<file path="src/rtl/edgedetect_multi.sv">
// edgedetect_multi: per-channel synchronizer, debounce filter, edge pulses and sticky W1C event flags
//   iCLK, iRST_N          clock (rising edge), asynchronous active-low reset
//   iSIG                  raw channel inputs
//   iRISE_EN / iFALL_EN   per-channel enables for setting oEVT on rising / falling edges
//   iCLR                  write-1-to-clear strobe for oEVT
//   oLEVEL                filtered, synchronized level
//   oRE / oFE / oRFE      one-cycle rising / falling / either edge pulses
//   oEVT, oIRQ            sticky event flags and their OR
module edgedetect_multi #(
  parameter int WIDTH       = 8,
  parameter int SYNC_STAGES = 2,
  parameter int FILTER_CNT  = 4
) (
  input  logic             iCLK,
  input  logic             iRST_N,
  input  logic [WIDTH-1:0] iSIG,
  input  logic [WIDTH-1:0] iRISE_EN,
  input  logic [WIDTH-1:0] iFALL_EN,
  input  logic [WIDTH-1:0] iCLR,
  output logic [WIDTH-1:0] oLEVEL,
  output logic [WIDTH-1:0] oRE,
  output logic [WIDTH-1:0] oFE,
  output logic [WIDTH-1:0] oRFE,
  output logic [WIDTH-1:0] oEVT,
  output logic             oIRQ
);
  localparam int CW = FILTER_CNT > 1 ? $clog2(FILTER_CNT) : 1;
  localparam logic [CW-1:0] CMAX = CW'(FILTER_CNT - 1);
  logic [WIDTH-1:0] s;
  logic [WIDTH-1:0] acc;
  logic [WIDTH-1:0] set;
  logic [CW-1:0]    cnt [WIDTH];
  generate
    if (SYNC_STAGES == 0) begin : g_bypass
      assign s = iSIG;
    end else begin : g_sync
      logic [SYNC_STAGES-1:0][WIDTH-1:0] sync;
      always_ff @(posedge iCLK or negedge iRST_N) begin
        if (!iRST_N) sync <= '0;
        else begin
          sync[0] <= iSIG;
          for (int k = 1; k < SYNC_STAGES; k++) sync[k] <= sync[k-1];
        end
      end
      assign s = sync[SYNC_STAGES-1];
    end
  endgenerate
  // a channel accepts its new level once the mismatch has survived FILTER_CNT edges
  always_comb begin
    acc = '0;
    for (int j = 0; j < WIDTH; j++) acc[j] = (s[j] != oLEVEL[j]) && (cnt[j] == CMAX);
  end
  assign set  = (oRE & iRISE_EN) | (oFE & iFALL_EN);
  assign oRFE = oRE | oFE;
  assign oIRQ = |oEVT;
  always_ff @(posedge iCLK or negedge iRST_N) begin
    if (!iRST_N) begin
      oLEVEL <= '0;
      oRE    <= '0;
      oFE    <= '0;
      oEVT   <= '0;
      for (int j = 0; j < WIDTH; j++) cnt[j] <= '0;
    end else begin
      oLEVEL <= oLEVEL ^ acc;
      oRE    <= acc & s;
      oFE    <= acc & ~s;
      oEVT   <= set | (~iCLR & oEVT);
      for (int j = 0; j < WIDTH; j++) cnt[j] <= (s[j] == oLEVEL[j] || acc[j]) ? '0 : cnt[j] + 1'b1;
    end
  end
endmodule
</file>
<file path="config.mk">
export PLATFORM = sky130hd
export DESIGN_NAME = edgedetect_multi
export DESIGN_NICKNAME = d
export VERILOG_FILES = /design/src/rtl/edgedetect_multi.sv
export SDC_FILE = /design/constraint.sdc
export NUM_CORES = 1
export LEC_CHECK = 0
export ABC_AREA = 0
export BUFFER_PORTS_ARGS = -buffer_cell sky130_fd_sc_hd__buf_2
export CORE_MARGIN = 2
export CORE_UTILIZATION = 35
export CTS_BUF_LIST = sky130_fd_sc_hd__clkbuf_4
export DETAILED_ROUTE_END_ITERATION = 10
export PLACE_DENSITY_LB_ADDON = 0.08
export SYNTH_ARGS = -nofsm -noshare
export SYNTH_HDL_FRONTEND = slang
export SYNTH_SLANG_ARGS = --single-unit
</file>
<file path="constraint.sdc">
create_clock -name iCLK -period 1.2 [get_ports iCLK]
set_clock_uncertainty 0.15 [all_clocks]
set_input_delay 0.06 -clock iCLK [delete_from_list [all_inputs] [get_ports iCLK]]
set_output_delay 0.06 -clock iCLK [all_outputs]
set_load 0.005 [all_outputs]
</file>
; ---- Word level (Yosys, flattened, before mapping)
; Index checks and enable logic that the tools add are counted.
; Widths: inputs -> output; s select.
[classes]
mux = 8
n_bitwise = 11
multipliers = 0
eq_ne = 24
div = 0
n_shift = 0
add_sub_neg = 8
order_cmp = 0
n_reduce_logical = 17
[op_table]
columns = op, count
row1 = $and 8x8->8, 5
row2 = $or 8x8->8, 3
row3 = $add 2x1->2 const B, 8
row4 = $eq 2x2->1 const B, 8
row5 = $mux 2, 8
row6 = $not 8->8, 2
row7 = $eq 1x1->1, 8
row8 = $logic_and 1x1->1, 8
row9 = $logic_or 1x1->1, 8
row10 = $ne 1x1->1, 8
row11 = $reduce_or 8->1, 1
row12 = $xor 8x8->8, 1
[totals]
ram_bits = 0
latch_bits = 0
ff_bits = 64
word_cells = 82
n_memories = 0
mem_bits_ro = 0

; ---- Depth between registers and ports, before layout
; Gate-level depths: netlist of run 1.
[logic_depth]
depth_word = 4
depth_mapped = 3
depth_no_buf = 3

; ---- Worst setup path before layout of run 1
; OpenSTA, ideal clock, no wires.
[synth_timing]
path_type = register to register
startpoint = register cnt[6] (netlist bit)
endpoint = register (tool-made name)
path_stages_with_launch = 3
n_path_buf = 0
path_slack_ps = 42
period_less_slack_ps = 1158
arrival_ps = 884
setup_time_ps = 125
cell_sequence = dfrtp_1 > ha_1 > mux2_2
[synth_lines]
columns = item, line
row1 = from (decl), 32  ; logic [CW-1:0] cnt [WIDTH];

; ---- Worst setup path after layout of run 1
[layout_timing]
startpoint = register oEVT[4]
endpoint = output oIRQ
[layout_via]
elab_chain_cells = 1
[layout_rtl]
columns = item, line
row1 = from (decl), 24  ; output logic [WIDTH-1:0] oEVT,
row2 = from (signal assigned), 67  ; oEVT <= set | (~iCLR & oEVT);
row3 = $reduce_or 8->1, 55  ; assign oIRQ = |oEVT;
row4 = to (decl), 25  ; output logic oIRQ
; No other way between the ends.

==> flow_summary.ini, run 1 <==
[worst_setup_path]
path_cells = nor4_2, nand2_1, buf_2
critical_path_arrival_ns = 1.31
critPathSlowestCell = dfrtp_1
cp-end-kind = primary output
slowest_delay_ns = 0.39
start_kind = register
crit_family = simple AND/OR/NAND/NOR gates
worstPathMaxFanout = 2
path_buf_inv = 1
critPathKind = reg2out
required_ns = 0.99

[yosys]
synth_area_um2 = 2310
ys_types = 15
synthTopCellsByArea = dfrtp_1 (69%), ha_1 (4.3%), nor3b_2 (4.3%)
seq_area_frac_synth_pct = 69.2
syn_area_per_cell_um2 = 13.8
synth_nets = 210
synth_top_area_share_pct = 69.2
syn-instance-count = 168
synth.largest_area_cell = dfrtp_1
synth-seq-cells = 64
ys_warn_count = 0

[sta]
timing.hold.ws_ns = 0.0453
period_share_pct = 127
setup_ws_ns = -0.320
fin_crit_ns = 1.52
rsz0062_at_grt = yes
slew_viol_final = 0
hold_violations = 0
fmax_ghz = 0.658
max-slew-margin-rel_pct = 77.4
tns_ns = -2.04
finalSetupViolations = 28
tightest_slew_ns = 0.339

[status]
violations = setup timing
status = complete, but fails checks

[cts]
clkTransAtPathRegs_ns = 0.09
clock_latency_ns = 0.38
cts_buffer_depth = 2
cts_num_sinks = 64
numCtsBuffers = 9
ctsRootBufferMaster = clkbuf_4
cts_tree = done
htreeDepth = 3

[final_layout]
area_growth_pct = 63.8
final_nets = 364
drive_above_1_share_pct = 47.2
antenna_cells = 0

[placed_design]
finalWeightedCongestion = 0.702
post-dp-hpwl_um = 2790
place_ws_ns = -0.00799
numPortBuffers = 74

[die]
pin_count = 75
start_util_pct = 36.2
die_width_um = 85.3
rows = 29
die-area_um2 = 7280
die_h_um = 85.3
core_um2 = 6390

[routing]
post_drt_wl_per_cell_um = 12.5
drc = 0
vias_per_cell = 4.43
final_antenna_net_count = 0
num_vias = 1777
drt_iter0_drc = 36
wl_um = 5020
firstDrtPassIters = 2

[job]
drv_cap = 0

[global_routing]
grt_max_degree = 65
grt_pass1_vias = 1806
track_usage_pct = 14.4
overflow = 0
grt_first_pass_wirelength_um = 7920
antenna_found_initial = 0

[power_and_ir_drop]
vdd_drop_max_v = 0.000988
leakage_nw = 1.89
powerDensity_nw_per_um2 = 1560

[worst_hold_path]
hold_path.class = in2async
routing by layer:
metal  share of wire (%)  GRT usage, %  vias up  wire [µm]
met5                   0             0        -          0
met4                 1.2          5.77        0         61
met3                 4.5          5.93        5        227
met2                  53          24.3       48       2680
met1                  41          16.1      843       2050
li1                    -             -      881          -
cell usage in the layout, fill, tap and decap left out, types with 4 or more instances in the layout:
cell type / instances
nand2_1: 9
o21ai_0: 11
nor3b_1: 5
dlygate4sd3_1: 33
nor2_1: 8
clkbuf_4: 11
buf_6: 42
inv_1: 13
or2_4: 8
buf_2: 49
nor3_1: 8
xnor2_1: 7
buf_4: 18
ha_1: 4
dfrtp_1: 64
a22oi_1: 6
nor3b_2: 8
final timing paths:
check / from / to / slack (ns) / cells past startpoint
max: oEVT[4]$_DFF_PN0_ / oIRQ / -0.32 / 3
min: iRST_N / s[3]$_DFF_PN0_ / 0.05 / 3
max reg2reg: cnt[2]$_DFF_PN0_ / register / 0.04 / 2
min reg2reg: g_sync.sync[0]$_DFF_PN0_ / s[0]$_DFF_PN0_ / 0.20 / 0
max in group asynchronous: iRST_N / oFE[7]$_DFF_PN0_ / 0.57 / 3
min in group iCLK: iSIG[4] / g_sync.sync[4]$_DFF_PN0_ / 0.16 / 2
per-stage QoR:
stage	instance area, µm²	power, mW	util [%]	std cells
after detailed placement	2850	4.26	44.6	326
final	3790	5.90	59.3	401
after global routing	3790	6.37	59.3	401
after CTS	3520	5.74	55.2	390
after floorplan	2310	3.70	-	168
after global placement	2850	4.24	44.6	326
power breakdown:
group / switching [mW] / total (mW) / internal (mW)
Sequential: 0.277 / 2.86 / 2.59
Clock: 0.665 / 1.10 / 0.434
Combinational: 0.744 / 1.94 / 1.20
synthesized netlist by cell type, drive strengths merged:
cell    n
dfrtp  64
inv    13
nor3b  13
o21ai  13
nand2   9
a22oi   8
ha      8
nor2    8
nor3    8
or2     8
xnor2   8
and3b   3
mux2    3
nor4    2
worst reg2reg max path, cell delays in order (launching register included):
cell and delay, ns:
dfrtp_1 0.41, ha_4 0.18, mux2_2 0.32
final cells by class:
| type | count | area (µm²) |
|---|---|---|
| Clock buffer | 11 | 82.6 |
| Timing Repair Buffer | 143 | 1200 |
| Clock inverter | 2 | 10.0 |
| Tap cell | 77 | 96.3 |
| Multi-Input combinational cell | 91 | 747 |
| Fill cell | 524 | 2600 |
| Sequential cell | 64 | 1600 |
| Inverter | 13 | 48.8 |
logic make-up after synthesis:
logic type	after synthesis	synth area share, %
XOR/XNOR	8	3.03
flip-flops	64	69.2
adder cells (fa/ha/maj)	8	4.33
multiplexers	3	1.46
AO/OA/AOI/OAI	21	5.41
AND/OR/NAND/NOR	51	14.4
buffers and inverters	13	2.11
timing repair:
item / CTS / global route
hold buffers: 33 / 0
endpoints found under the hold margin: 80 / 0
resized for setup: 27 / 38
buffers inserted: 18 / 13
setup endpoints to repair: 20 / 39
pin swaps: 4 / 7
(Power assumes the default switching activity.)
==> inputs of run 2 (changes only) <==
Settings changed: SKIP_LAST_GASP set to 1.
==> run 2 against run 1 <==
Against the previous run: the flow still finishes with violations (setup timing); global-route usage decreased by 0.13 points; worst setup slack got worse by 0.00077 ns; core utilization decreased by 0.41 points; die area unchanged; combinational power about the same; clock-buffer cell count unchanged; power decreased by 0.23%; first-iteration DRC count decreased by 5.6%; largest cell class unchanged; largest power group unchanged; highest routed layer unchanged.
==> flow_summary.ini, run 2 (synthesized netlist as in run 1, its figures left out) <==
[status]
status = complete, but fails checks
violations = setup timing

[placed_design]
finalWeightedCongestion = 0.702
post-dp-hpwl_um = 2790
placed_area_um2 = 2850
place_ws_ns = -0.00799
numPortBuffers = 74

[worst_setup_path]
critical_path_arrival_ns = 1.31
critPathKind = reg2out
start_kind = register
r2r_setup_slack_ns = -0.03
worstPathMaxFanout = 2
cp-end-kind = primary output
required_ns = 0.99

[global_routing]
antenna_found_initial = 0
grt_first_pass_wirelength_um = 7890
grt_pass1_vias = 1807
grt_max_degree = 65
track_usage_pct = 14.2
overflow = 0

[routing]
drt_iter0_drc = 34
vias_per_cell = 4.46
num_vias = 1790
drc = 0
final_antenna_net_count = 0
wl_um = 4990
post_drt_wl_per_cell_um = 12.4
firstDrtPassIters = 2

[worst_hold_path]
hold_path.class = in2async

[sta]
rsz0062_at_grt = yes
period_share_pct = 127
finalSetupViolations = 29
fmax_ghz = 0.658
setup_ws_ns = -0.321
hold_violations = 0
fin_crit_ns = 1.52
slew_viol_final = 0
tightest_slew_ns = 0.344
max-slew-margin-rel_pct = 77.1

[final_layout]
fin_area_um2 = 3760
final_common_cell = dfrtp_1
nFillCells = 540
drive_above_1_share_pct = 46.6
final_cell_mix = dfrtp_1 (64), buf_2 (51), buf_6 (39)
area_growth_pct = 62.7
final_nets = 364
final_core_util_pct = 58.9
antenna_cells = 0

[power_and_ir_drop]
vdd_drop_max_v = 0.000991
finalPower_mw = 5.89
leakage_nw = 1.88
powerDensity_nw_per_um2 = 1570

[cts]
ctsRootBufferMaster = clkbuf_4
cts_tree = done
cts_num_sinks = 64
clkTransAtPathRegs_ns = 0.09
numCtsBuffers = 9
clock_latency_ns = 0.38
cts_buffer_depth = 2
htreeDepth = 3

[die]
die-area_um2 = 7280
pin_count = 75
rows = 29
die_width_um = 85.3
core_um2 = 6390
start_util_pct = 36.2
die_h_um = 85.3

[job]
drv_cap = 0
[run 2: cell counts in the layout (fill, tap and decap cells not counted)]
No cell type changed its count.
[run 2: final timing paths]
| kind | startpoint | cells after the start | end |
|---|---|---|---|
| max | oEVT[4]$_DFF_PN0_ | 3 | oIRQ |
| min | iRST_N | 3 | s[3]$_DFF_PN0_ |
| max reg2reg | oFE[4]$_DFF_PN0_ | 4 | oEVT[4]$_DFF_PN0_ |
| min reg2reg | g_sync.sync[0]$_DFF_PN0_ | 0 | s[0]$_DFF_PN0_ |
| max in group asynchronous | iRST_N | 3 | s[7]$_DFF_PN0_ |
| min in group iCLK | iSIG[4] | 2 | g_sync.sync[4]$_DFF_PN0_ |
[run 2: cell type report]
type	instances	area (µm²)	area share, %
Clock buffer	11	82.6	2.19
Clock inverter	2	10.0	0.266
Inverter	13	48.8	1.30
Multi-Input combinational cell	91	737	19.6
Sequential cell	64	1600	42.6
Tap cell	77	96.3	2.56
Timing Repair Buffer	143	1190	31.5
[run 2: worst max-delay path, stage by stage (launching register included)]
cell	delay [ns]
dfrtp_1	0.39
nor4_2	0.32
nand2_1	0.08
buf_2	0.13
[run 2: per-stage QoR]
step | hold WS, ns | instances | setup TNS, ns
after floorplan | -0.386 | 168 | 0
after global placement | -0.0495 | 326 | 0
after detailed placement | -0.0489 | 326 | -0.00799
after CTS | 0.0397 | 390 | -2.95
after global routing | 0.0383 | 401 | -4.48
final | 0.0402 | 401 | -2.12
[run 2: power by group]
| group | switching, mW | total (mW) | internal, mW | leakage [nW] |
|---|---|---|---|---|
| clock | 0.665 | 1.10 | 0.434 | 0.0584 |
| sequential | 0.278 | 2.86 | 2.59 | 0.825 |
| combinational | 0.740 | 1.93 | 1.19 | 1.00 |
| total | 1.68 | 5.89 | 4.21 | 1.88 |
[run 2: repair_timing]
action                                  CTS  global route
endpoints found under the setup margin   20            39
gates resized for setup                  21            35
endpoints found under the hold margin    80             0
buffers inserted                         18            11
hold buffers                             33             0
pin swaps                                 4             7
[run 2: layer usage]
layer | up-vias | global-route usage [%] | share of wire, %
met5 | - | 0 | 0
met4 | 0 | 5.77 | 1.4
met3 | 7 | 5.93 | 5.1
met2 | 51 | 24.0 | 54
met1 | 847 | 15.9 | 40
li1 | 885 | - | -
==> inputs of run 3 (changes only) <==
Settings changed: CORE_UTILIZATION 35 to 40.
==> run 3 against run 2 <==
Against the previous run: the flow still finishes with violations (setup timing); largest cell class unchanged; highest routed layer unchanged; worst setup slack improved by 0.015 ns; cell count decreased by 0.25%; critical endpoint unchanged; critical path depth unchanged; flip-flop and latch count unchanged; non-clock buffer count increased by 1.
==> flow_summary.ini, run 3 (synthesized netlist as in run 1, its figures left out) <==
[power_and_ir_drop]
leakage_nw = 1.90
comb_power_share_pct = 31.9
netSwitchingPower_mw = 1.75
finalPower_mw = 6.21
p_seq_share_pct = 46.2
switching_share_pct = 28.2
powerDensity_nw_per_um2 = 1640
vdd_drop_max_v = 0.000988
pwr-share-clk_pct = 22.0
power.internal_mw = 4.46

[sta]
period_share_pct = 125
finalSetupViolations = 25
max-slew-margin-rel_pct = 77.8
hold_violations = 0
tightest_slew_ns = 0.333
slew_viol_final = 0
setup_ws_ns = -0.305
fmax_ghz = 0.664
rsz0062_at_grt = yes
fin_crit_ns = 1.51
tns_ns = -2.27

[final_layout]
final_core_util_pct = 68.2
instances_no_fill = 400
drive_above_1_share_pct = 47.0
area_growth_pct = 63.4
final_cell_mix = dfrtp_1 (64), buf_2 (53), buf_6 (36)
final_common_cell = dfrtp_1
antenna_cells = 0
final_nets = 365

[worst_setup_path]
critical_path_arrival_ns = 1.30
reg2reg_from = oFE[6]$_DFF_PN0_
r2r-end = oEVT[6]$_DFF_PN0_
r2r_setup_slack_ns = 0.02
start_kind = register
worstPathMaxFanout = 3
critPathKind = reg2out
r2r_cells = 4
required_ns = 0.99
endpoint = oIRQ
cp-startpoint = oEVT[2]$_DFF_PN0_
cp-end-kind = primary output

[routing]
wl_um = 5130
post_drt_wl_per_cell_um = 12.8
final_antenna_net_count = 0
num_vias = 1827
drc = 0
vias_per_cell = 4.57
drt_iter0_drc = 52
firstDrtPassIters = 4

[die]
pin_count = 75
die_width_um = 80.1
core_um2 = 5540
rows = 27
die-area_um2 = 6410
die_h_um = 80.1
start_util_pct = 41.8

[status]
status = complete, but fails checks
violations = setup timing

[placed_design]
finalWeightedCongestion = 0.714
numPortBuffers = 74
place_ws_ns = 0.000378
dpl.cell_count = 320
post-dp-hpwl_um = 2720

[cts]
clock_latency_ns = 0.39
clkTransAtPathRegs_ns = 0.10
cts_num_sinks = 64
cts_tree = done
cts_buffer_depth = 2
ctsRootBufferMaster = clkbuf_4
numCtsBuffers = 9
htreeDepth = 3

[global_routing]
overflow = 0
antenna_found_initial = 0
grt_max_degree = 65
grt_first_pass_wirelength_um = 7490
track_usage_pct = 15.9
grt_pass1_vias = 1760

[worst_hold_path]
hold_path.class = in2async

[job]
drv_cap = 0
-- run 3: cell types whose count changed in the layout (fill, tap and decap cells not counted), moves of 2 or more --
cell	before	now
buf_4	19	21
buf_2	51	53
buf_6	39	36
clkinv_1	0	2
-- run 3: layout make-up --
cell class | count | area, µm²
flip-flops and latches | 64 | 1600
inverters | 13 | 48.8
clock buffers | 11 | 82.6
fillers | 397 | 1760
multi-input cells | 91 | 731
well taps | 72 | 90.1
clock inverters | 5 | 47.5
repair buffers | 144 | 1180
-- run 3: worst max-delay path: stages (launching register included) --
cell     delay [ns]
dfrtp_1        0.42
nor4_2         0.28
nand2_1        0.08
buf_2          0.13
-- run 3: how the worst min path moves through the flow --
stage                             end  slack [ns]  depth (start not counted)
floorplan                   async pin       -0.39                          0
global placement    cnt[10]$_DFF_PN0_       -0.05                          2
detailed placement  cnt[10]$_DFF_PN0_       -0.05                          2
CTS                 cnt[10]$_DFF_PN0_        0.04                          3
global route        cnt[10]$_DFF_PN0_        0.06                          3
finish              cnt[10]$_DFF_PN0_        0.04                          3
-- run 3: what timing repair did --
item,4_1_cts,5_1_grt
hold buffers,33,0
buffers inserted,20,12
setup endpoints to repair,16,41
resized for setup,20,34
endpoints found under the hold margin,80,0
pin swaps,3,1
-- run 3: per-layer routing --
layer,vias to the layer above,GRT usage [%],routed length (µm),part of all wire (%)
met5,-,0,0,0
met4,0,9.66,117,2.3
met3,10,4.16,270,5.3
met2,64,27.3,2610,51
met1,868,17.5,2130,42
li1,885,-,-,-
-- run 3: through the flow --
step	area, µm²	hold WS (ns)
2_1_floorplan	2310	-0.386
3_3_place_gp	2830	-0.0470
3_5_place_dp	2830	-0.0526
4_1_cts	3520	0.0410
5_1_grt	3780	0.0562
6_report	3780	0.0440
-- run 3: power by group through the flow --
stage                     clock network (mW)  logic [mW]  registers, mW
after global routing                    1.53        2.22           2.92
after global placement                     0        1.30           2.93
after floorplan                            0       0.791           2.91
after CTS                               1.42        1.70           2.85
after detailed placement                   0        1.33           2.95
final                                   1.36        1.98           2.87
